<file path="config.mk">
export PLATFORM = sky130hd
export DESIGN_NAME = ysyx_23060124_issue_ctrl_flat
export DESIGN_NICKNAME = d
export VERILOG_FILES = /design/src/rtl/ysyx_23060124_issue_ctrl_if.sv /design/src/rtl/ysyx_23060124_issue_ctrl.sv /design/src/flat_wrapper.sv
export SDC_FILE = /design/constraint.sdc
export NUM_CORES = 1
export LEC_CHECK = 0
export BUFFER_PORTS_ARGS = -buffer_cell sky130_fd_sc_hd__buf_2
export CAP_MARGIN = 5
export CORE_AREA = 2 2 106 128
export DETAILED_ROUTE_END_ITERATION = 8
export DIE_AREA = 0 0 108 130
export GPL_TIMING_DRIVEN = 0
export PLACE_DENSITY_LB_ADDON = 0.08
export SYNTH_ARGS = -nofsm -noshare
export SYNTH_HDL_FRONTEND = slang
export SYNTH_SLANG_ARGS = --single-unit
</file>
<file path="constraint.sdc">
create_clock -name clock -period 3.85 [get_ports clock]
set_input_delay 0 -clock clock [delete_from_list [all_inputs] [get_ports clock]]
set_output_delay 0 -clock clock [all_outputs]
set_load 0.005 [all_outputs]
</file>
<file path="src/rtl/ysyx_23060124_issue_ctrl_if.sv">
// IDU/EXU/WBU/I-cache handshake bundle seen by the issue controller.
// master drives the i_* side (pipeline), slave is the controller.
interface ysyx_23060124_issue_ctrl_if;
  logic       i_id_valid;
  logic [4:0] i_id_rs1;
  logic [4:0] i_id_rs2;
  logic       i_id_rs1_en;
  logic       i_id_rs2_en;
  logic [4:0] i_id_rd;
  logic       i_id_wen;
  logic       i_id_fence_i;
  logic       i_id_csr;
  logic       i_exu_ready;
  logic       i_redirect;
  logic       i_wb_valid;
  logic       i_wb_wen;
  logic [4:0] i_wb_rd;
  logic       i_fencei_done;
  logic       o_issue_valid;
  logic       o_id_ready;
  logic       o_stall;
  logic       o_fencei_req;
  logic       o_busy;

  modport master (
    output i_id_valid, i_id_rs1, i_id_rs2, i_id_rs1_en, i_id_rs2_en,
    output i_id_rd, i_id_wen, i_id_fence_i, i_id_csr, i_exu_ready,
    output i_redirect, i_wb_valid, i_wb_wen, i_wb_rd, i_fencei_done,
    input  o_issue_valid, o_id_ready, o_stall, o_fencei_req, o_busy
  );

  modport slave (
    input  i_id_valid, i_id_rs1, i_id_rs2, i_id_rs1_en, i_id_rs2_en,
    input  i_id_rd, i_id_wen, i_id_fence_i, i_id_csr, i_exu_ready,
    input  i_redirect, i_wb_valid, i_wb_wen, i_wb_rd, i_fencei_done,
    output o_issue_valid, o_id_ready, o_stall, o_fencei_req, o_busy
  );
endinterface

</file>
<file path="src/rtl/ysyx_23060124_issue_ctrl.sv">
// Scoreboard-based IDU->EXU issue gate with fence.i drain/flush sequencing; zero added latency.
// YSYX_23060124_CSR_SERIAL_EN: CSR ops also drain the pipeline (no I-cache flush) before issuing.
module ysyx_23060124_issue_ctrl #(
  parameter int INFLIGHT_W = 3,
  parameter int SB_W       = 2
) (
  input logic                      clock,
  input logic                      reset,
  ysyx_23060124_issue_ctrl_if.slave bus
);

  typedef enum logic [1:0] {S_RUN, S_DRAIN, S_FLUSH_IC, S_RESUME} state_t;

  localparam logic [SB_W-1:0]       SB_MAX = '1;
  localparam logic [SB_W-1:0]       SB_ONE = 1;
  localparam logic [INFLIGHT_W-1:0] IF_MAX = '1;
  localparam logic [INFLIGHT_W-1:0] IF_ONE = 1;

  logic [SB_W-1:0]       r_sb [32];
  logic [INFLIGHT_W-1:0] r_inflight;
  state_t                r_state;
  logic                  r_fencei_req;
  logic                  r_busy;
`ifdef YSYX_23060124_CSR_SERIAL_EN
  logic                  r_csr_flag;
`endif

  logic        w_rs1_hz;
  logic        w_rs2_hz;
  logic        w_rd_full;
  logic        w_hazard;
  logic        w_serial;
  logic        w_issue_allowed;
  logic        w_issue_valid;
  logic        w_fire;
  logic        w_inc;
  logic        w_dec;
  logic [31:0] w_inc_vec;
  logic [31:0] w_dec_vec;

  // Entry 0 is never written after reset, so x0 always reads as idle.
  assign w_rs1_hz  = bus.i_id_rs1_en && (bus.i_id_rs1 != 5'd0) && (r_sb[bus.i_id_rs1] != '0);
  assign w_rs2_hz  = bus.i_id_rs2_en && (bus.i_id_rs2 != 5'd0) && (r_sb[bus.i_id_rs2] != '0);
  assign w_rd_full = bus.i_id_wen && (bus.i_id_rd != 5'd0) && (r_sb[bus.i_id_rd] == SB_MAX);
  assign w_hazard  = w_rs1_hz || w_rs2_hz || w_rd_full || (r_inflight == IF_MAX);

`ifdef YSYX_23060124_CSR_SERIAL_EN
  assign w_serial = bus.i_id_fence_i || bus.i_id_csr;
`else
  assign w_serial = bus.i_id_fence_i;
`endif

  always_comb begin
    w_issue_allowed = 1'b0;
    case (r_state)
      S_RUN:    w_issue_allowed = !w_serial;
      S_RESUME: w_issue_allowed = 1'b1;
      default:  w_issue_allowed = 1'b0;
    endcase
  end

  assign w_issue_valid = bus.i_id_valid && !w_hazard && !bus.i_redirect && w_issue_allowed;
  assign w_fire        = w_issue_valid && bus.i_exu_ready;

  assign w_inc     = w_fire && bus.i_id_wen && (bus.i_id_rd != 5'd0);
  assign w_dec     = bus.i_wb_valid && bus.i_wb_wen && (bus.i_wb_rd != 5'd0);
  assign w_inc_vec = w_inc ? (32'd1 << bus.i_id_rd) : 32'd0;
  assign w_dec_vec = w_dec ? (32'd1 << bus.i_wb_rd) : 32'd0;

  assign bus.o_issue_valid = w_issue_valid;
  assign bus.o_id_ready    = w_fire;
  assign bus.o_stall       = bus.i_id_valid && !w_issue_valid;
  assign bus.o_fencei_req  = r_fencei_req;
  assign bus.o_busy        = r_busy;

  // Same-register issue and retire cancel out.
  always_ff @(posedge clock or posedge reset) begin
    if (reset) begin
      for (int i = 0; i < 32; i++) r_sb[i] <= '0;
    end else begin
      for (int i = 1; i < 32; i++) begin
        if (w_inc_vec[i] && !w_dec_vec[i])
          r_sb[i] <= r_sb[i] + SB_ONE;
        else if (w_dec_vec[i] && !w_inc_vec[i])
          r_sb[i] <= r_sb[i] - SB_ONE;
      end
    end
  end

  always_ff @(posedge clock or posedge reset) begin
    if (reset)
      r_inflight <= '0;
    else if (w_fire && !bus.i_wb_valid)
      r_inflight <= r_inflight + IF_ONE;
    else if (bus.i_wb_valid && !w_fire)
      r_inflight <= r_inflight - IF_ONE;
  end

  always_ff @(posedge clock or posedge reset) begin
    if (reset) begin
      r_state      <= S_RUN;
      r_fencei_req <= 1'b0;
      r_busy       <= 1'b0;
`ifdef YSYX_23060124_CSR_SERIAL_EN
      r_csr_flag   <= 1'b0;
`endif
    end else begin
      case (r_state)
        S_RUN: begin
          if (bus.i_id_valid && bus.i_id_fence_i && !bus.i_redirect) begin
            r_state <= S_DRAIN;
            r_busy  <= 1'b1;
`ifdef YSYX_23060124_CSR_SERIAL_EN
          end else if (bus.i_id_valid && bus.i_id_csr && !bus.i_redirect) begin
            r_state    <= S_DRAIN;
            r_busy     <= 1'b1;
            r_csr_flag <= 1'b1;
`endif
          end
        end
        S_DRAIN: begin
          if (bus.i_redirect) begin
            // The serialising instruction was on the wrong path.
            r_state <= S_RUN;
            r_busy  <= 1'b0;
`ifdef YSYX_23060124_CSR_SERIAL_EN
            r_csr_flag <= 1'b0;
`endif
          end else if (r_inflight == '0) begin
`ifdef YSYX_23060124_CSR_SERIAL_EN
            if (r_csr_flag) begin
              r_state <= S_RESUME;
            end else begin
              r_state      <= S_FLUSH_IC;
              r_fencei_req <= 1'b1;
            end
`else
            r_state      <= S_FLUSH_IC;
            r_fencei_req <= 1'b1;
`endif
          end
        end
        S_FLUSH_IC: begin
          if (bus.i_fencei_done) begin
            r_state      <= S_RESUME;
            r_fencei_req <= 1'b0;
          end
        end
        S_RESUME: begin
          if (w_fire || bus.i_redirect) begin
            r_state <= S_RUN;
            r_busy  <= 1'b0;
`ifdef YSYX_23060124_CSR_SERIAL_EN
            r_csr_flag <= 1'b0;
`endif
          end
        end
        default: begin
          r_state      <= S_RUN;
          r_fencei_req <= 1'b0;
          r_busy       <= 1'b0;
        end
      endcase
    end
  end

  // Counter wrap is a protocol error upstream; flagged here, not guarded.
  a_inflight_underflow: assert property (@(posedge clock) disable iff (reset)
    !(bus.i_wb_valid && !w_fire && (r_inflight == '0)));
  a_inflight_overflow: assert property (@(posedge clock) disable iff (reset)
    !(w_fire && !bus.i_wb_valid && (r_inflight == IF_MAX)));
  a_sb_underflow: assert property (@(posedge clock) disable iff (reset)
    !(w_dec && !w_inc_vec[bus.i_wb_rd] && (r_sb[bus.i_wb_rd] == '0)));
  a_sb_overflow: assert property (@(posedge clock) disable iff (reset)
    !(w_inc && !w_dec_vec[bus.i_id_rd] && (r_sb[bus.i_id_rd] == SB_MAX)));

endmodule

</file>
<file path="src/flat_wrapper.sv">
// flat-port wrapper written by rule: the top's interface ports become plain ports
module ysyx_23060124_issue_ctrl_flat 
#(
  parameter int INFLIGHT_W = 3,
  parameter int SB_W       = 2
)
  (clock, reset, bus_i_id_valid, bus_i_id_rs1, bus_i_id_rs2, bus_i_id_rs1_en, bus_i_id_rs2_en, bus_i_id_rd, bus_i_id_wen, bus_i_id_fence_i, bus_i_id_csr, bus_i_exu_ready, bus_i_redirect, bus_i_wb_valid, bus_i_wb_wen, bus_i_wb_rd, bus_i_fencei_done, bus_o_issue_valid, bus_o_id_ready, bus_o_stall, bus_o_fencei_req, bus_o_busy);
  ysyx_23060124_issue_ctrl_if bus_i ();
  input logic clock;
  input logic reset;
  input wire logic [$bits(bus_i.i_id_valid)-1:0] bus_i_id_valid;
  input wire logic [$bits(bus_i.i_id_rs1)-1:0] bus_i_id_rs1;
  input wire logic [$bits(bus_i.i_id_rs2)-1:0] bus_i_id_rs2;
  input wire logic [$bits(bus_i.i_id_rs1_en)-1:0] bus_i_id_rs1_en;
  input wire logic [$bits(bus_i.i_id_rs2_en)-1:0] bus_i_id_rs2_en;
  input wire logic [$bits(bus_i.i_id_rd)-1:0] bus_i_id_rd;
  input wire logic [$bits(bus_i.i_id_wen)-1:0] bus_i_id_wen;
  input wire logic [$bits(bus_i.i_id_fence_i)-1:0] bus_i_id_fence_i;
  input wire logic [$bits(bus_i.i_id_csr)-1:0] bus_i_id_csr;
  input wire logic [$bits(bus_i.i_exu_ready)-1:0] bus_i_exu_ready;
  input wire logic [$bits(bus_i.i_redirect)-1:0] bus_i_redirect;
  input wire logic [$bits(bus_i.i_wb_valid)-1:0] bus_i_wb_valid;
  input wire logic [$bits(bus_i.i_wb_wen)-1:0] bus_i_wb_wen;
  input wire logic [$bits(bus_i.i_wb_rd)-1:0] bus_i_wb_rd;
  input wire logic [$bits(bus_i.i_fencei_done)-1:0] bus_i_fencei_done;
  output wire logic [$bits(bus_i.o_issue_valid)-1:0] bus_o_issue_valid;
  output wire logic [$bits(bus_i.o_id_ready)-1:0] bus_o_id_ready;
  output wire logic [$bits(bus_i.o_stall)-1:0] bus_o_stall;
  output wire logic [$bits(bus_i.o_fencei_req)-1:0] bus_o_fencei_req;
  output wire logic [$bits(bus_i.o_busy)-1:0] bus_o_busy;
  assign bus_i.i_id_valid = bus_i_id_valid;
  assign bus_i.i_id_rs1 = bus_i_id_rs1;
  assign bus_i.i_id_rs2 = bus_i_id_rs2;
  assign bus_i.i_id_rs1_en = bus_i_id_rs1_en;
  assign bus_i.i_id_rs2_en = bus_i_id_rs2_en;
  assign bus_i.i_id_rd = bus_i_id_rd;
  assign bus_i.i_id_wen = bus_i_id_wen;
  assign bus_i.i_id_fence_i = bus_i_id_fence_i;
  assign bus_i.i_id_csr = bus_i_id_csr;
  assign bus_i.i_exu_ready = bus_i_exu_ready;
  assign bus_i.i_redirect = bus_i_redirect;
  assign bus_i.i_wb_valid = bus_i_wb_valid;
  assign bus_i.i_wb_wen = bus_i_wb_wen;
  assign bus_i.i_wb_rd = bus_i_wb_rd;
  assign bus_i.i_fencei_done = bus_i_fencei_done;
  assign bus_o_issue_valid = bus_i.o_issue_valid;
  assign bus_o_id_ready = bus_i.o_id_ready;
  assign bus_o_stall = bus_i.o_stall;
  assign bus_o_fencei_req = bus_i.o_fencei_req;
  assign bus_o_busy = bus_i.o_busy;
  ysyx_23060124_issue_ctrl #(.INFLIGHT_W(INFLIGHT_W), .SB_W(SB_W)) u_core (.clock(clock), .reset(reset), .bus(bus_i));
endmodule
</file>
=== Word level (Yosys, flattened, before mapping) ===
Cells that the tools add are included.
Widths: inputs -> output; s select.

* Flip-flop bits (word level): 69
* Input port bits: 33
* Logic and storage cells: 407
* Output and inout port bits: 5

* Magnitude comparators: 3
* Mux-type cells: 90
* Eq/ne operators: 12
* Reductions and logical operators: 198
* Bitwise operators: 3
* $add $sub $neg: 64
* Shift operators: 2

{| class="wikitable"
|+ Operators by type and width
! operator !! number
|-
| $mux 2 || 73
|-
| $logic_and 1x1->1 || 81
|-
| $reduce_bool 2->1 || 35
|-
| $logic_not 1->1 || 68
|-
| $mux 32 || 2
|-
| $shl 1x5->32 const A || 2
|-
| $add 2x1->2 const B || 31
|-
| $sub 2x1->2 const B || 31
|-
| $bmux 2 s5 || 3
|-
| $reduce_bool 5->1 || 4
|-
| $ge 6x6->1 const B || 3
|-
| $not 5->6 || 3
|-
| $reduce_and 4->1 || 3
|-
| $pmux 2 s4 || 1
|-
| $eq 2x2->1 const B || 3
|-
| $mux 1 || 6
|-
| $mux 3 || 2
|-
| $ne 2x1->1 const B || 3
|-
| $ne 2x2->1 const B || 3
|-
| $logic_or 1x1->1 || 4
|-
| $pmux 1 s2 || 2
|-
| $add 3x1->3 const B || 1
|-
| $eq 3x3->1 const B || 1
|-
| $logic_not 3->1 || 1
|-
| other kinds (6) || 6
|}

=== Longest topological paths before layout ===
Gate-level depths: netlist (run 1).

* Depth after elaboration: 21
* Mapped depth: 16
* Mapped depth without buffers: 16

=== Worst setup path before layout (run 1) ===
OpenSTA, ideal clock, no wires.

* Path kind: register -> register
* From: register u_core.r_sb[14] (netlist name)
* To: register u_core.r_inflight[2]
* Cell stages (with the launch flop): 16
* Clock period less this slack: 2.933 ns
* Required time: 3.771 ns
* Arrival: 2.854 ns
* Setup time: 0.079 ns
* Setup slack: 0.917 ns
* Path buffers: 1
* Cell sequence: dfrtp_1 > clkbuf_1 > nor3_1 > a21oi_1 > mux4_2 > a22oi_1 > o2111ai_2 > nor2_1 > nand2_1 > nor2_1 > ha_1 > inv_1 > fa_1 > xor2_1 > nor2_1 > xor2_1

* Word-level cells in the longest chain between the ends: 16
* Elaborated cells on any way between the ends: 28
* Those cells by class: eq/ne: 1; mux: 10; reduce/logical: 17

{| class="wikitable"
|+ RTL lines
! what !! RTL line !! source
|-
| start: declaration || ysyx_23060124_issue_ctrl.sv:19 || <nowiki>logic [SB_W-1:0] r_sb [32];</nowiki>
|-
| start signal: indexed assignment || ysyx_23060124_issue_ctrl.sv:83 || <nowiki>r_sb[i] <= r_sb[i] + SB_ONE;</nowiki>
|-
| start signal: indexed assignment || ysyx_23060124_issue_ctrl.sv:85 || <nowiki>r_sb[i] <= r_sb[i] - SB_ONE;</nowiki>
|-
| $bmux 2 s5, on equally long branches || ysyx_23060124_issue_ctrl.sv:42, ysyx_23060124_issue_ctrl.sv:43 ||
|-
| $mux 2, on equally long branches (2 in a row) || ysyx_23060124_issue_ctrl.sv:42, ysyx_23060124_issue_ctrl.sv:43 ||
|-
| $reduce_bool 2->1, on equally long branches || ysyx_23060124_issue_ctrl.sv:42, ysyx_23060124_issue_ctrl.sv:43 ||
|-
| $logic_and 1x1->1, on equally long branches || ysyx_23060124_issue_ctrl.sv:42, ysyx_23060124_issue_ctrl.sv:43 ||
|-
| $logic_or 1x1->1 || ysyx_23060124_issue_ctrl.sv:45 || <nowiki>assign w_hazard = w_rs1_hz || w_rs2_hz || w_rd_full || (r_inflight == IF_MAX);</nowiki>
|-
| $logic_or 1x1->1 (*) (2 in a row) || ysyx_23060124_issue_ctrl.sv:45 ||
|-
| $logic_not 1->1 (*) || ysyx_23060124_issue_ctrl.sv:62 || <nowiki>assign w_issue_valid = bus.i_id_valid && !w_hazard && !bus.i_redirect && w_issue_allowed;</nowiki>
|-
| $logic_and 1x1->1 (*) (3 in a row) || ysyx_23060124_issue_ctrl.sv:62 ||
|-
| $logic_and 1x1->1 (*) || ysyx_23060124_issue_ctrl.sv:63 || <nowiki>assign w_fire = w_issue_valid && bus.i_exu_ready;</nowiki>
|-
| net bus_o_id_ready || flat_wrapper.sv:27 || <nowiki>output wire logic [$bits(bus_i.o_id_ready)-1:0] bus_o_id_ready;</nowiki>
|-
| $logic_not 1->1 || ysyx_23060124_issue_ctrl.sv:95 || <nowiki>else if (bus.i_wb_valid && !w_fire)</nowiki>
|-
| $logic_and 1x1->1 || ysyx_23060124_issue_ctrl.sv:95 ||
|-
| $reduce_bool 2->1 (no line) || - ||
|-
| end signal: assignment || ysyx_23060124_issue_ctrl.sv:94 || <nowiki>r_inflight <= r_inflight + IF_ONE;</nowiki>
|-
| end signal: assignment || ysyx_23060124_issue_ctrl.sv:96 || <nowiki>r_inflight <= r_inflight - IF_ONE;</nowiki>
|-
| end: declaration || ysyx_23060124_issue_ctrl.sv:20 || <nowiki>logic [INFLIGHT_W-1:0] r_inflight;</nowiki>
|}

Mark *: on every way through the listed nets, which the timed path passes. The rest lies on a longest branch. The select of a mux whose other input is x is not followed.
A chain may end at the register's enable or synchronous reset.

=== Worst setup path in the final report (run 1) ===
* From: register u_core.r_state[0]
* To: register u_core.r_sb[37] (netlist name)

* Word-level cells in the longest chain between the ends: 10
* Elaborated cells on any way between the ends: 13
* Those cells by class: eq/ne: 1; mux: 3; reduce/logical: 9

{| class="wikitable"
|+ RTL lines
! what !! RTL line !! source
|-
| start: declaration || ysyx_23060124_issue_ctrl.sv:21 || <nowiki>state_t r_state;</nowiki>
|-
| start signal: assignment || ysyx_23060124_issue_ctrl.sv:101 || <nowiki>r_state <= S_RUN;</nowiki>
|-
| start signal: assignment || ysyx_23060124_issue_ctrl.sv:111 || <nowiki>r_state <= S_DRAIN;</nowiki>
|-
| start signal: assignment || ysyx_23060124_issue_ctrl.sv:124 || <nowiki>r_state <= S_RUN;</nowiki>
|-
| $eq 2x2->1 / $logic_not 2->1 (equally long branches) || ysyx_23060124_issue_ctrl.sv:55 || <nowiki>case (r_state)</nowiki>
|-
| $pmux 1 s2 (*) || ysyx_23060124_issue_ctrl.sv:55 ||
|-
| $logic_and 1x1->1 (*) || ysyx_23060124_issue_ctrl.sv:62 ||
|-
| $logic_and 1x1->1 (*) || ysyx_23060124_issue_ctrl.sv:63 ||
|-
| $logic_and 1x1->1 (*) (2 in a row) || ysyx_23060124_issue_ctrl.sv:65 || <nowiki>assign w_inc = w_fire && bus.i_id_wen && (bus.i_id_rd != 5'd0);</nowiki>
|-
| $mux 32 (*) || ysyx_23060124_issue_ctrl.sv:67 || <nowiki>assign w_inc_vec = w_inc ? (32'd1 << bus.i_id_rd) : 32'd0;</nowiki>
|-
| $logic_not 1->1 || ysyx_23060124_issue_ctrl.sv:84 || <nowiki>else if (w_dec_vec[i] && !w_inc_vec[i])</nowiki>
|-
| $logic_and 1x1->1 || ysyx_23060124_issue_ctrl.sv:84 ||
|-
| $reduce_bool 2->1 (no line) || - ||
|}

Every way passes the cells marked *; elsewhere a longest branch is shown, timed or not.

==> results.md, run 1 <==
* Clock Latency Late Sink at ~340 ps
* Outcome: finished clean
* DP Wirelength at 11500 um
* Vias/cell at roughly 5.5
* P_leak at around 2.5 nW
* Synth cell types at 52
* CP Launch Point: u_core.r_state[0]$_DFFE_PP0P_
* Grt ovf at 0
* CP required at ~4100 ps
* Syn_nets at between 600 and 700
* Mean Syn Cell Area at 8.63 um^2
* Antenna viol nets, final at 0
* Crit path launch type: flop
* Remaining DRCs at 0
* Drt total wl at 15300 um
* Synth Instances at a little under 600
* YS warnings at 2
* VDD IR-drop max at 0.208 mV
* DP Worst Slack at approximately 340 ps
* Worst r2r src: u_core.r_state[0]$_DFFE_PP0P_
* Reg clk slew, reported paths at approximately 50 ps
* Tmin final at 3470 ps
* Mapped cell area at around 5000 um^2
* Post-cts repair resize count at 0
* Hold_ws at between 60 and 70 ps
* Drt first-iter violations at 256
* HP Start: bus_i_redirect
* Initial Util at 0.386
* Core ar. at about 13000 um^2
* Num CTS Buffers at 9
* Cell Pwr Density at 527 nW/um^2
* Kind of critical path: flop to flop
* Headroom to the max-slew limit at 0.241
* Post-route clock period utilization at 0.901
* CTS tree: built
* Worst setup margin at around 380 ps
* All-Layer GR Usage at 0.230
* Pin count of the biggest net entering global routing at 70
* Row cnt at 46
* Pins Over Slew Limit at 0
* IO Port Bufs at 33
* Hold crit path type: input pin to flop
* Area growth syn-to-layout at 13.6%
* Async SR Flop Fraction at 1.00
* Critical path capture point type: flop
* DR WL/cell at between 15 and 20 um
* Die Y at between 100 and 150 um
* Finished Core Util at 0.438
* Peak Freq at between 200 and 300 MHz
* Sequential-to-total area share from yosys stat at 0.346
* Final hold violation count at 0
* Vias at between 4000 and 5000
* Unrepaired setup endpoints after global routing: false
* EDFF count, synth at 0
* # Max-Cap Violations at 0
* Final nets at 695
* Setup Skew at around 7.3 ps
* Worst-Margin Slew at about 1100 ps
* Vias in the first global route at between 4000 and 5000
* Placer congestion estimate at 0.932
* Max FO, Critical Path at 8
* Setup_tns at 0 ps
* Share of post-route cells with drive strength above 1 at 0.0922
* Drt first pass iters at 7
* H-Tree Depth at 3
* Final setup viols at 0
* Seq cells post-synth at between 60 and 70
* DP Area at ~5400 um^2
* Fill count at roughly 1300
* CP Data Arrival Time at between 3000 and 4000 ps
* First-pass GRT wire length at roughly 24000 um
* I/O pin cnt at 38
* N_diodes at 0
* Design Area, Final at 5670 um^2
* Die width at 108 um
* Longest Clk Path Bufs at 2
* Synth Flop Type: dfrtp_1
* DIE AREA at ~14000 um^2
* CTS root buffer: clkbuf_16
* CTS Sinks at between 60 and 70
* Initial antenna violation count at 0
report_power, final:
group          switching (mW)  total, mW  internal, mW  leakage, nW
clock network           0.315      0.800         0.485        0.139
registers               0.331       1.30         0.972        0.874
logic                   0.470      0.886         0.416         1.53
worst max-delay path, cell delays in order, from the launching register on:
cell and delay [ps]:
dfrtp_1 420, inv_1 100, ha_1 190, nor2b_1 140, o211ai_1 120, a311oi_1 410
o2111ai_1 190, o211a_2 200, nor4b_4 380, nand3_1 420, nor2_1 230, ha_1 180
xor2_1 150, nor2_1 60, xor2_1 140
final cells by class:
type                       count  area, um^2  share of cell area
multi-input combinational    471        3120               0.549
sequential                    69        1730               0.304
clock buffer                  14         274              0.0483
tap                          168         210              0.0371
timing repair buffer          35         185              0.0326
buffer                        22        88.8              0.0157
inverter                      17        66.3              0.0117
clock inverter                 1        5.00            0.000882
stage by stage:
stage / total power [mW] / std cells
5_1_grt: 3.18 / 797
6_report: 2.99 / 797
3_5_place_dp: 2.19 / 780
3_3_place_gp: 2.16 / 780
4_1_cts: 3.00 / 797
2_1_floorplan: 1.89 / 579
layer usage:
metal,share of wire,global-route usage,up-vias
li1,-,-,2092
met2,0.47,0.376,123
met3,0.055,0.0495,24
met1,0.45,0.302,2160
met4,0.024,0.0807,0
met5,0,0,-
synthesized netlist by cell type, types with 2 or more instances:
library cell / count / share of area
nor2_1: 103 / 0.077
nand4b_1: 3 / 0.0053
nor2b_1: 7 / 0.0088
xnor2_1: 32 / 0.056
nor4_1: 4 / 0.0050
and2_1: 2 / 0.0025
nand4_1: 3 / 0.0038
or3_1: 3 / 0.0038
o31ai_1: 3 / 0.0045
o21ai_0: 10 / 0.010
a31oi_1: 3 / 0.0038
o22ai_1: 6 / 0.0075
mux4_2: 3 / 0.014
a2111oi_0: 2 / 0.0035
nor3_1: 27 / 0.027
or4_1: 2 / 0.0030
dfrtp_1: 69 / 0.35
nor3b_1: 2 / 0.0030
clkbuf_1: 19 / 0.014
a211oi_1: 10 / 0.015
buf_2: 2 / 0.0020
nand3b_1: 8 / 0.012
nand2b_1: 7 / 0.0088
ha_1: 36 / 0.090
o211ai_1: 9 / 0.014
o2111ai_1: 2 / 0.0035
nand3_1: 19 / 0.019
xor2_1: 64 / 0.11
a21oi_1: 22 / 0.022
inv_1: 17 / 0.013
a22oi_1: 3 / 0.0045
nand2_1: 57 / 0.043
sequential cells by signal, indices dropped and copies added, names as in the netlist, named ones only:
register                 cells
u_core.r_state               1
u_core.r_sb                 62
u_core.bus.o_busy            1
u_core.bus.o_fencei_req      1
u_core.r_inflight            3
what timing repair did:
action                     CTS  global route
hold buffers                 2             0
buffers inserted             0             0
setup endpoints to repair    0             0
hold endpoints to repair    70             0
logic make-up (layout without fill, tap and decap cells):
logic type	after synthesis	after routing	synth area share
flip-flops	69	69	0.346
buffers and inverters	39	89	0.0306
XOR/XNOR	96	96	0.168
multiplexers	5	5	0.0180
adder cells (fa/ha/maj)	37	37	0.0942
AO/OA/AOI/OAI	83	83	0.113
AND/OR/NAND/NOR	250	250	0.230
cells in the final DEF, fill, tap and decap left out, types with 2 or more instances in the layout:
| cell | n |
|---|---|
| clkbuf_1 | 21 |
| nand3_1 | 19 |
| a21oi_1 | 22 |
| a31oi_1 | 3 |
| a211oi_1 | 10 |
| nor2_1 | 103 |
| ha_1 | 36 |
| inv_1 | 16 |
| buf_2 | 35 |
| o211ai_1 | 9 |
| dlygate4sd3_1 | 2 |
| clkbuf_8 | 3 |
| nand3b_1 | 8 |
| nor3_1 | 27 |
| nand4_1 | 3 |
| mux4_2 | 3 |
| o31ai_1 | 3 |
| nand4b_1 | 3 |
| a22oi_1 | 3 |
| nand2_1 | 57 |
| nor2b_1 | 7 |
| o2111ai_1 | 2 |
| or3_1 | 3 |
| o22ai_1 | 6 |
| and2_1 | 2 |
| o21ai_0 | 10 |
| dfrtp_1 | 69 |
| xor2_1 | 64 |
| clkbuf_16 | 9 |
| nand2b_1 | 7 |
| or4_1 | 2 |
| a2111oi_0 | 2 |
| xnor2_1 | 32 |
| nor4_1 | 4 |
| nor3b_1 | 2 |
worst paths after layout:
kind | endpoint | cells after the start | slack, ps
worst min register to register | u_core.r_sb[13]$_DFFE_PP0P_ | 1 | 490
worst min-delay path | u_core.r_state[0]$_DFFE_PP0P_ | 4 | 70
worst max register to register | u_core.r_sb[37]$_DFFE_PP0P_ | 14 | 380
worst max-delay path | u_core.r_sb[37]$_DFFE_PP0P_ | 14 | 380
min in group asynchronous | u_core.r_inflight[0]$_DFFE_PP0P_ | 3 | 410
max in group asynchronous | u_core.r_sb[32]$_DFFE_PP0P_ | 3 | 2870
(Power assumes the default switching activity.)
==> inputs of run 2 (changes only) <==
--- a/config.mk
+++ b/config.mk
@@ -7,11 +7,14 @@
 export LEC_CHECK = 0
 export BUFFER_PORTS_ARGS = -buffer_cell sky130_fd_sc_hd__buf_2
 export CAP_MARGIN = 5
-export CORE_AREA = 2 2 106 128
+export CELL_PAD_IN_SITES_DETAIL_PLACEMENT = 1
+export CELL_PAD_IN_SITES_GLOBAL_PLACEMENT = 1
+export CORE_AREA = 2 2 98 118
 export DETAILED_ROUTE_END_ITERATION = 8
-export DIE_AREA = 0 0 108 130
+export DIE_AREA = 0 0 100 120
 export GPL_TIMING_DRIVEN = 0
 export PLACE_DENSITY_LB_ADDON = 0.08
+export SLEW_MARGIN = 20
 export SYNTH_ARGS = -nofsm -noshare
 export SYNTH_HDL_FRONTEND = slang
 export SYNTH_SLANG_ARGS = --single-unit
==> results.md, run 2 (synthesized netlist as in run 1, its figures left out) <==
* Vias in the first global route at 4760 (+11%)
* Core ar. at 10900 um^2 (-16%)
* Drt total wl at 16200 um (+5.8%)
* CP required at 4070 ps (about the same)
* Final nets at 697 (+0.29%)
* Hold crit path type: input pin to flop
* Kind of critical path: flop to flop
* Initial Util at 0.457 (+0.0713)
* Peak Freq at 274 MHz (-4.8%)
* Leading cell types in the layout, fill and taps excluded: 103 x nor2_1, 69 x dfrtp_1, 64 x xor2_1
* Final hold violation count at 0 (unchanged)
* CTS tree: built
* DIE AREA at 12000 um^2 (-15%)
* Finished Core Util at 0.519 (+0.0810)
* Grt ovf at 0 (unchanged)
* Setup Skew at 4.56 ps (-2.76 ps)
* Vias/cell at 5.91 (+7.0%)
* Sequential Power Share at 0.426 (-0.010)
* CTS root buffer: clkbuf_16
* # Max-Cap Violations at 0 (unchanged)
* CTS Sinks at 69 (unchanged)
* Gate power share at 0.302 (+0.005)
* I/O pin cnt at 38 (unchanged)
* Pin count of the biggest net entering global routing at 38 (-46%)
* Die width at 100 um (-7.4%)
* Tmin final at 3640 ps (+176 ps)
* Max FO, Critical Path at 7 (-1)
* Clock Latency Late Sink at 340 ps (about the same)
* Crit path launch type: flop
* Sw Share at 0.379 (+0.00552)
* Die Y at 120 um (-7.7%)
* CP Data Arrival Time at 3860 ps (+170 ps)
* DP Area at 5350 um^2 (-0.47%)
* Drt first-iter violations at 204 (-20%)
* Drt first pass iters at 5 (-2)
* Worst setup margin at 205 ps (-176 ps)
* IO Port Bufs at 33 (unchanged)
* Sw Pwr at 1.16 mW (+4.2%)
* Post-Place Cells at 745 (-4.5%)
* Pins Over Slew Limit at 0 (unchanged)
* Int Pwr at 1.91 mW (+1.8%)
* Worst-Margin Slew at 1060 ps (-66.6 ps)
* Headroom to the max-slew limit at 0.285 (+0.0448)
* Placer congestion estimate at 0.933 (+0.17%)
* Num CTS Buffers at 9 (unchanged)
* Largest register FFs at 62 (unchanged)
* Final std cells w/o fill at 764 (-4.1%)
* Commonest non-fill, non-tap cell in the layout: nor2_1
* Antenna viol nets, final at 0 (unchanged)
* Row cnt at 42 (-8.7%)
* N_diodes at 0 (unchanged)
* Total Power at 3.07 mW (+2.7%)
* Outcome: finished clean
* Clk network pwr share at 0.272 (+0.004)
* Design Area, Final at 5670 um^2 (about the same)
* Reg clk slew, reported paths at 60 ps (about the same)
* Share of post-route cells with drive strength above 1 at 0.0997 (+0.00747)
* DP Wirelength at 12400 um (+7.9%)
* DP Worst Slack at 251 ps (-90.9 ps)
* Critical path capture point type: flop
* Longest Clk Path Bufs at 2 (unchanged)
* Unrepaired setup endpoints after global routing: false
* DR WL/cell at 21.1 um (+10%)
* Setup_tns at 0 ps (unchanged)
* Biggest register: u_core.r_sb
* VDD IR-drop max at 0.217 mV (+4.1%)
* Remaining DRCs at 0 (unchanged)
* Regs by FF count: u_core.r_sb (62), u_core.r_inflight (3)
* Initial antenna violation count at 0 (unchanged)
* Hold_ws at 72.0 ps (+4.86 ps)
* H-Tree Depth at 3 (unchanged)
* Vias at 4512 (+2.6%)
* Post-route clock period utilization at 0.947 (+0.0458)
* Final setup viols at 0 (unchanged)
* P_leak at 2.57 nW (+0.94%)
* All-Layer GR Usage at 0.284 (+0.0543)
* Area growth syn-to-layout at 13.6% (about the same)
* Cell Pwr Density at 541 nW/um^2 (+2.7%)
* First-pass GRT wire length at 25700 um (+7.8%)
==> run 2: cell types whose count changed in the layout (fill, tap and decap cells not counted), sizes merged <==
cell / previous run / this run
clkbuf: 33 / 30
clkinv: 1 / 4
buf: 36 / 38
bufinv: 0 / 1
==> run 2: area by class of cell <==
type                            instances  area, um^2
Buffer                                 22        88.8
Clock inverter                          5        50.0
Clock buffer                           11         243
Fill cell                            1336        5260
Inverter                               17        66.3
Timing Repair Buffer                   37         213
Multi-Input combinational cell        471        3120
Sequential cell                        69        1730
Tap cell                              132         165
==> run 2: power groups by stage <==
stage	clock (mW)	combinational (mW)	sequential [mW]
after CTS	0.849	0.924	1.31
after global routing	0.877	1.02	1.35
after floorplan	0	0.667	1.23
after global placement	0	0.868	1.29
after detailed placement	0	0.914	1.32
final	0.834	0.926	1.31
==> run 2: final timing paths <==
kind | startpoint | end | slack [ps] | cells after the start
hold reg to reg | u_core.r_sb[33]$_DFFE_PP0P_ | u_core.r_sb[33]$_DFFE_PP0P_ | 490 | 1
setup / recovery | u_core.r_state[0]$_DFFE_PP0P_ | u_core.r_sb[57]$_DFFE_PP0P_ | 210 | 14
min in group asynchronous | reset | u_core.r_sb[25]$_DFFE_PP0P_ | 230 | 3
setup reg to reg | u_core.r_state[0]$_DFFE_PP0P_ | u_core.r_sb[57]$_DFFE_PP0P_ | 210 | 14
max in group asynchronous | reset | u_core.r_sb[57]$_DFFE_PP0P_ | 3050 | 4
hold / removal | bus_i_redirect | u_core.r_state[0]$_DFFE_PP0P_ | 70 | 4
==> run 2: worst max-delay path, cell delays in order (launching register included) <==
cell,delay [ps]
dfrtp_1,430
inv_1,110
ha_1,190
nor2b_1,150
o211ai_1,140
a311oi_1,460
o2111ai_1,240
o211a_2,220
nor4b_4,420
nand2_1,380
nor2_1,200
ha_1,190
xor2_1,160
nor2_1,70
xor2_1,140
==> run 2: layer usage <==
metal	wire, um	up-vias	global-route usage
met5	0	-	0
li1	-	2095	-
met3	946	28	0.0513
met2	7910	150	0.476
met4	435	0	0.110
met1	6860	2239	0.363
==> run 2: timing repair <==
item,in CTS,in global routing
resized for setup,0,1
hold buffers,2,0
endpoints found under the setup margin,0,8
setup buffers,0,1
endpoints found under the hold margin,33,0
==> inputs of run 3 (changes only) <==
--- a/config.mk
+++ b/config.mk
@@ -9,12 +9,13 @@
 export CAP_MARGIN = 5
 export CELL_PAD_IN_SITES_DETAIL_PLACEMENT = 1
 export CELL_PAD_IN_SITES_GLOBAL_PLACEMENT = 1
-export CORE_AREA = 2 2 98 118
+export CORE_AREA = 2 2 107 109
 export DETAILED_ROUTE_END_ITERATION = 8
-export DIE_AREA = 0 0 100 120
+export DIE_AREA = 0 0 109 111
 export GPL_TIMING_DRIVEN = 0
 export PLACE_DENSITY_LB_ADDON = 0.08
-export SLEW_MARGIN = 20
+export REMOVE_ABC_BUFFERS = 1
+export SLEW_MARGIN = 40
 export SYNTH_ARGS = -nofsm -noshare
 export SYNTH_HDL_FRONTEND = slang
 export SYNTH_SLANG_ARGS = --single-unit
==> results.md, run 3 (synthesized netlist as in run 1, its figures left out) <==
* Vias/cell at 5.80 (-1.8%)
* Final hold violation count at 0 (unchanged)
* Drt first-iter violations at 326 (+60%)
* Pin count of the biggest net entering global routing at 39 (+2.6%)
* CTS Sinks at 69 (unchanged)
* Commonest non-fill, non-tap cell in the layout: nor2_1
* HP Start: bus_i_redirect
* Finished Core Util at 0.507 (-0.0121)
* Post-cts repair resize count at 0 (unchanged)
* Final std cells w/o fill at 754 (-1.3%)
* Total Power at 3.04 mW (-0.80%)
* CP Data Arrival Time at 3830 ps (-30 ps)
* Share of post-route cells with drive strength above 1 at 0.0998 (+0.000153)
* N_diodes at 0 (unchanged)
* Die width at 109 um (+9.0%)
* I/O pin cnt at 38 (unchanged)
* Drt total wl at 15400 um (-5.0%)
* Die Y at 111 um (-7.5%)
* CTS root buffer: clkbuf_16
* Worst-Margin Slew at 767 ps (-295 ps)
* DIE AREA at 12100 um^2 (+0.83%)
* Initial Util at 0.451 (-0.00604)
* IO Port Bufs at 36 (+9.1%)
* Vias in the first global route at 4611 (-3.1%)
* H-Tree Depth at 3 (unchanged)
* Antenna viol nets, final at 0 (unchanged)
* Hold crit path type: input pin to flop
* Post-Place Cells at 737 (-1.1%)
* Leading cell types in the layout, fill and taps excluded: 103 x nor2_1, 69 x dfrtp_1, 64 x xor2_1
* Setup_tns at 0 ps (unchanged)
* Kind of critical path: flop to flop
* Final setup viols at 0 (unchanged)
* Setup Skew at 7.56 ps (+3.00 ps)
* Outcome: finished clean
* # Max-Cap Violations at 0 (unchanged)
* DP Wirelength at 11400 um (-7.5%)
* Biggest register: u_core.r_sb
* VDD IR-drop max at 0.270 mV (+25%)
* Row cnt at 39 (-7.1%)
* Clock Latency Late Sink at 340 ps (about the same)
* Reg clk slew, reported paths at 60 ps (about the same)
* Largest register FFs at 62 (unchanged)
* Unrepaired setup endpoints after global routing: false
* Hold_ws at 65.7 ps (-6.33 ps)
* Peak Freq at 280 MHz (+2.0%)
* Placer congestion estimate at 0.895 (-4.1%)
* Num CTS Buffers at 9 (unchanged)
* Regs by FF count: u_core.r_sb (62), u_core.r_inflight (3)
* Area growth syn-to-layout at 12.4%
* All-Layer GR Usage at 0.277 (-0.00767)
* Final nets at 677 (-2.9%)
* Core ar. at 11100 um^2 (+1.3%)
* CTS tree: built
* DR WL/cell at 20.4 um (-3.7%)
* Initial antenna violation count at 0 (unchanged)
* Drt first pass iters at 5 (unchanged)
* Fill count at 1330 (-0.45%)
* CP Launch Point: u_core.r_state[0]$_DFFE_PP0P_
* DP Worst Slack at 336 ps (+85.6 ps)
* Critical path capture point type: flop
* Worst r2r src: u_core.r_state[0]$_DFFE_PP0P_
* First-pass GRT wire length at 25200 um (-2.0%)
* Longest Clk Path Bufs at 2 (unchanged)
* Grt ovf at 0 (unchanged)
* Headroom to the max-slew limit at 0.487 (+0.201)
* Cell Pwr Density at 542 nW/um^2 (+0.22%)
* Post-route clock period utilization at 0.928 (-0.0185)
* Remaining DRCs at 0 (unchanged)
* Vias at 4375 (-3.0%)
* CP required at 4110 ps (+40 ps)
* Pins Over Slew Limit at 0 (unchanged)
* Max FO, Critical Path at 8 (+1)
* Crit path launch type: flop
* Worst setup margin at 276 ps (+71.2 ps)
* DP Area at 5300 um^2 (-0.87%)
* Design Area, Final at 5620 um^2 (-1.0%)
* Tmin final at 3570 ps (-71.2 ps)
* P_leak at 2.54 nW (-1.2%)
run 3: worst paths after layout:
| path | slack, ps | cells after the start | end |
|---|---|---|---|
| max | 280 | 13 | u_core.r_sb[53]$_DFFE_PP0P_ |
| min | 70 | 4 | u_core.r_state[0]$_DFFE_PP0P_ |
| max reg2reg | 280 | 13 | u_core.r_sb[53]$_DFFE_PP0P_ |
| min reg2reg | 490 | 1 | u_core.r_sb[7]$_DFFE_PP0P_ |
| max in group asynchronous | 3150 | 4 | u_core.r_sb[52]$_DFFE_PP0P_ |
| min in group asynchronous | 180 | 3 | u_core.r_sb[25]$_DFFE_PP0P_ |
run 3: worst max-delay path, stage by stage, from the launching register on:
cell and delay (ps):
dfrtp_1 430, inv_1 110, ha_1 180, nor2b_1 140, o211ai_1 130, a311oi_1 400
o2111ai_1 190, o211a_2 200, nor4b_4 410, nand3b_1 460, nor2_1 240, ha_1 270
nor2_1 150, xor2_1 180
run 3: timing repair:
item                       4_1_cts  5_1_grt
hold buffers                     2        0
buffers inserted                 0        0
hold endpoints to repair        70        0
setup endpoints to repair        0        0
run 3: metal layers:
metal,global-route usage,vias to the layer above,wire length [um]
li1,-,2050,-
met1,0.387,2183,7150
met2,0.436,114,7280
met3,0.0388,28,604
met4,0.0940,0,325
met5,0,-,0
run 3: power breakdown:
part	total, mW	internal [mW]	switching (mW)
Clock	0.846	0.534	0.312
Combinational	0.879	0.411	0.468
Sequential	1.32	0.972	0.347
run 3: layout make-up:
class / count / area (um^2) / area share
Timing Repair Buffer: 39 / 220 / 0.0392
Sequential cell: 69 / 1730 / 0.307
Inverter: 17 / 68.8 / 0.0123
Tap cell: 143 / 179 / 0.0319
Clock inverter: 1 / 30.0 / 0.00535
Clock buffer: 14 / 264 / 0.0470
Multi-Input combinational cell: 471 / 3130 / 0.557
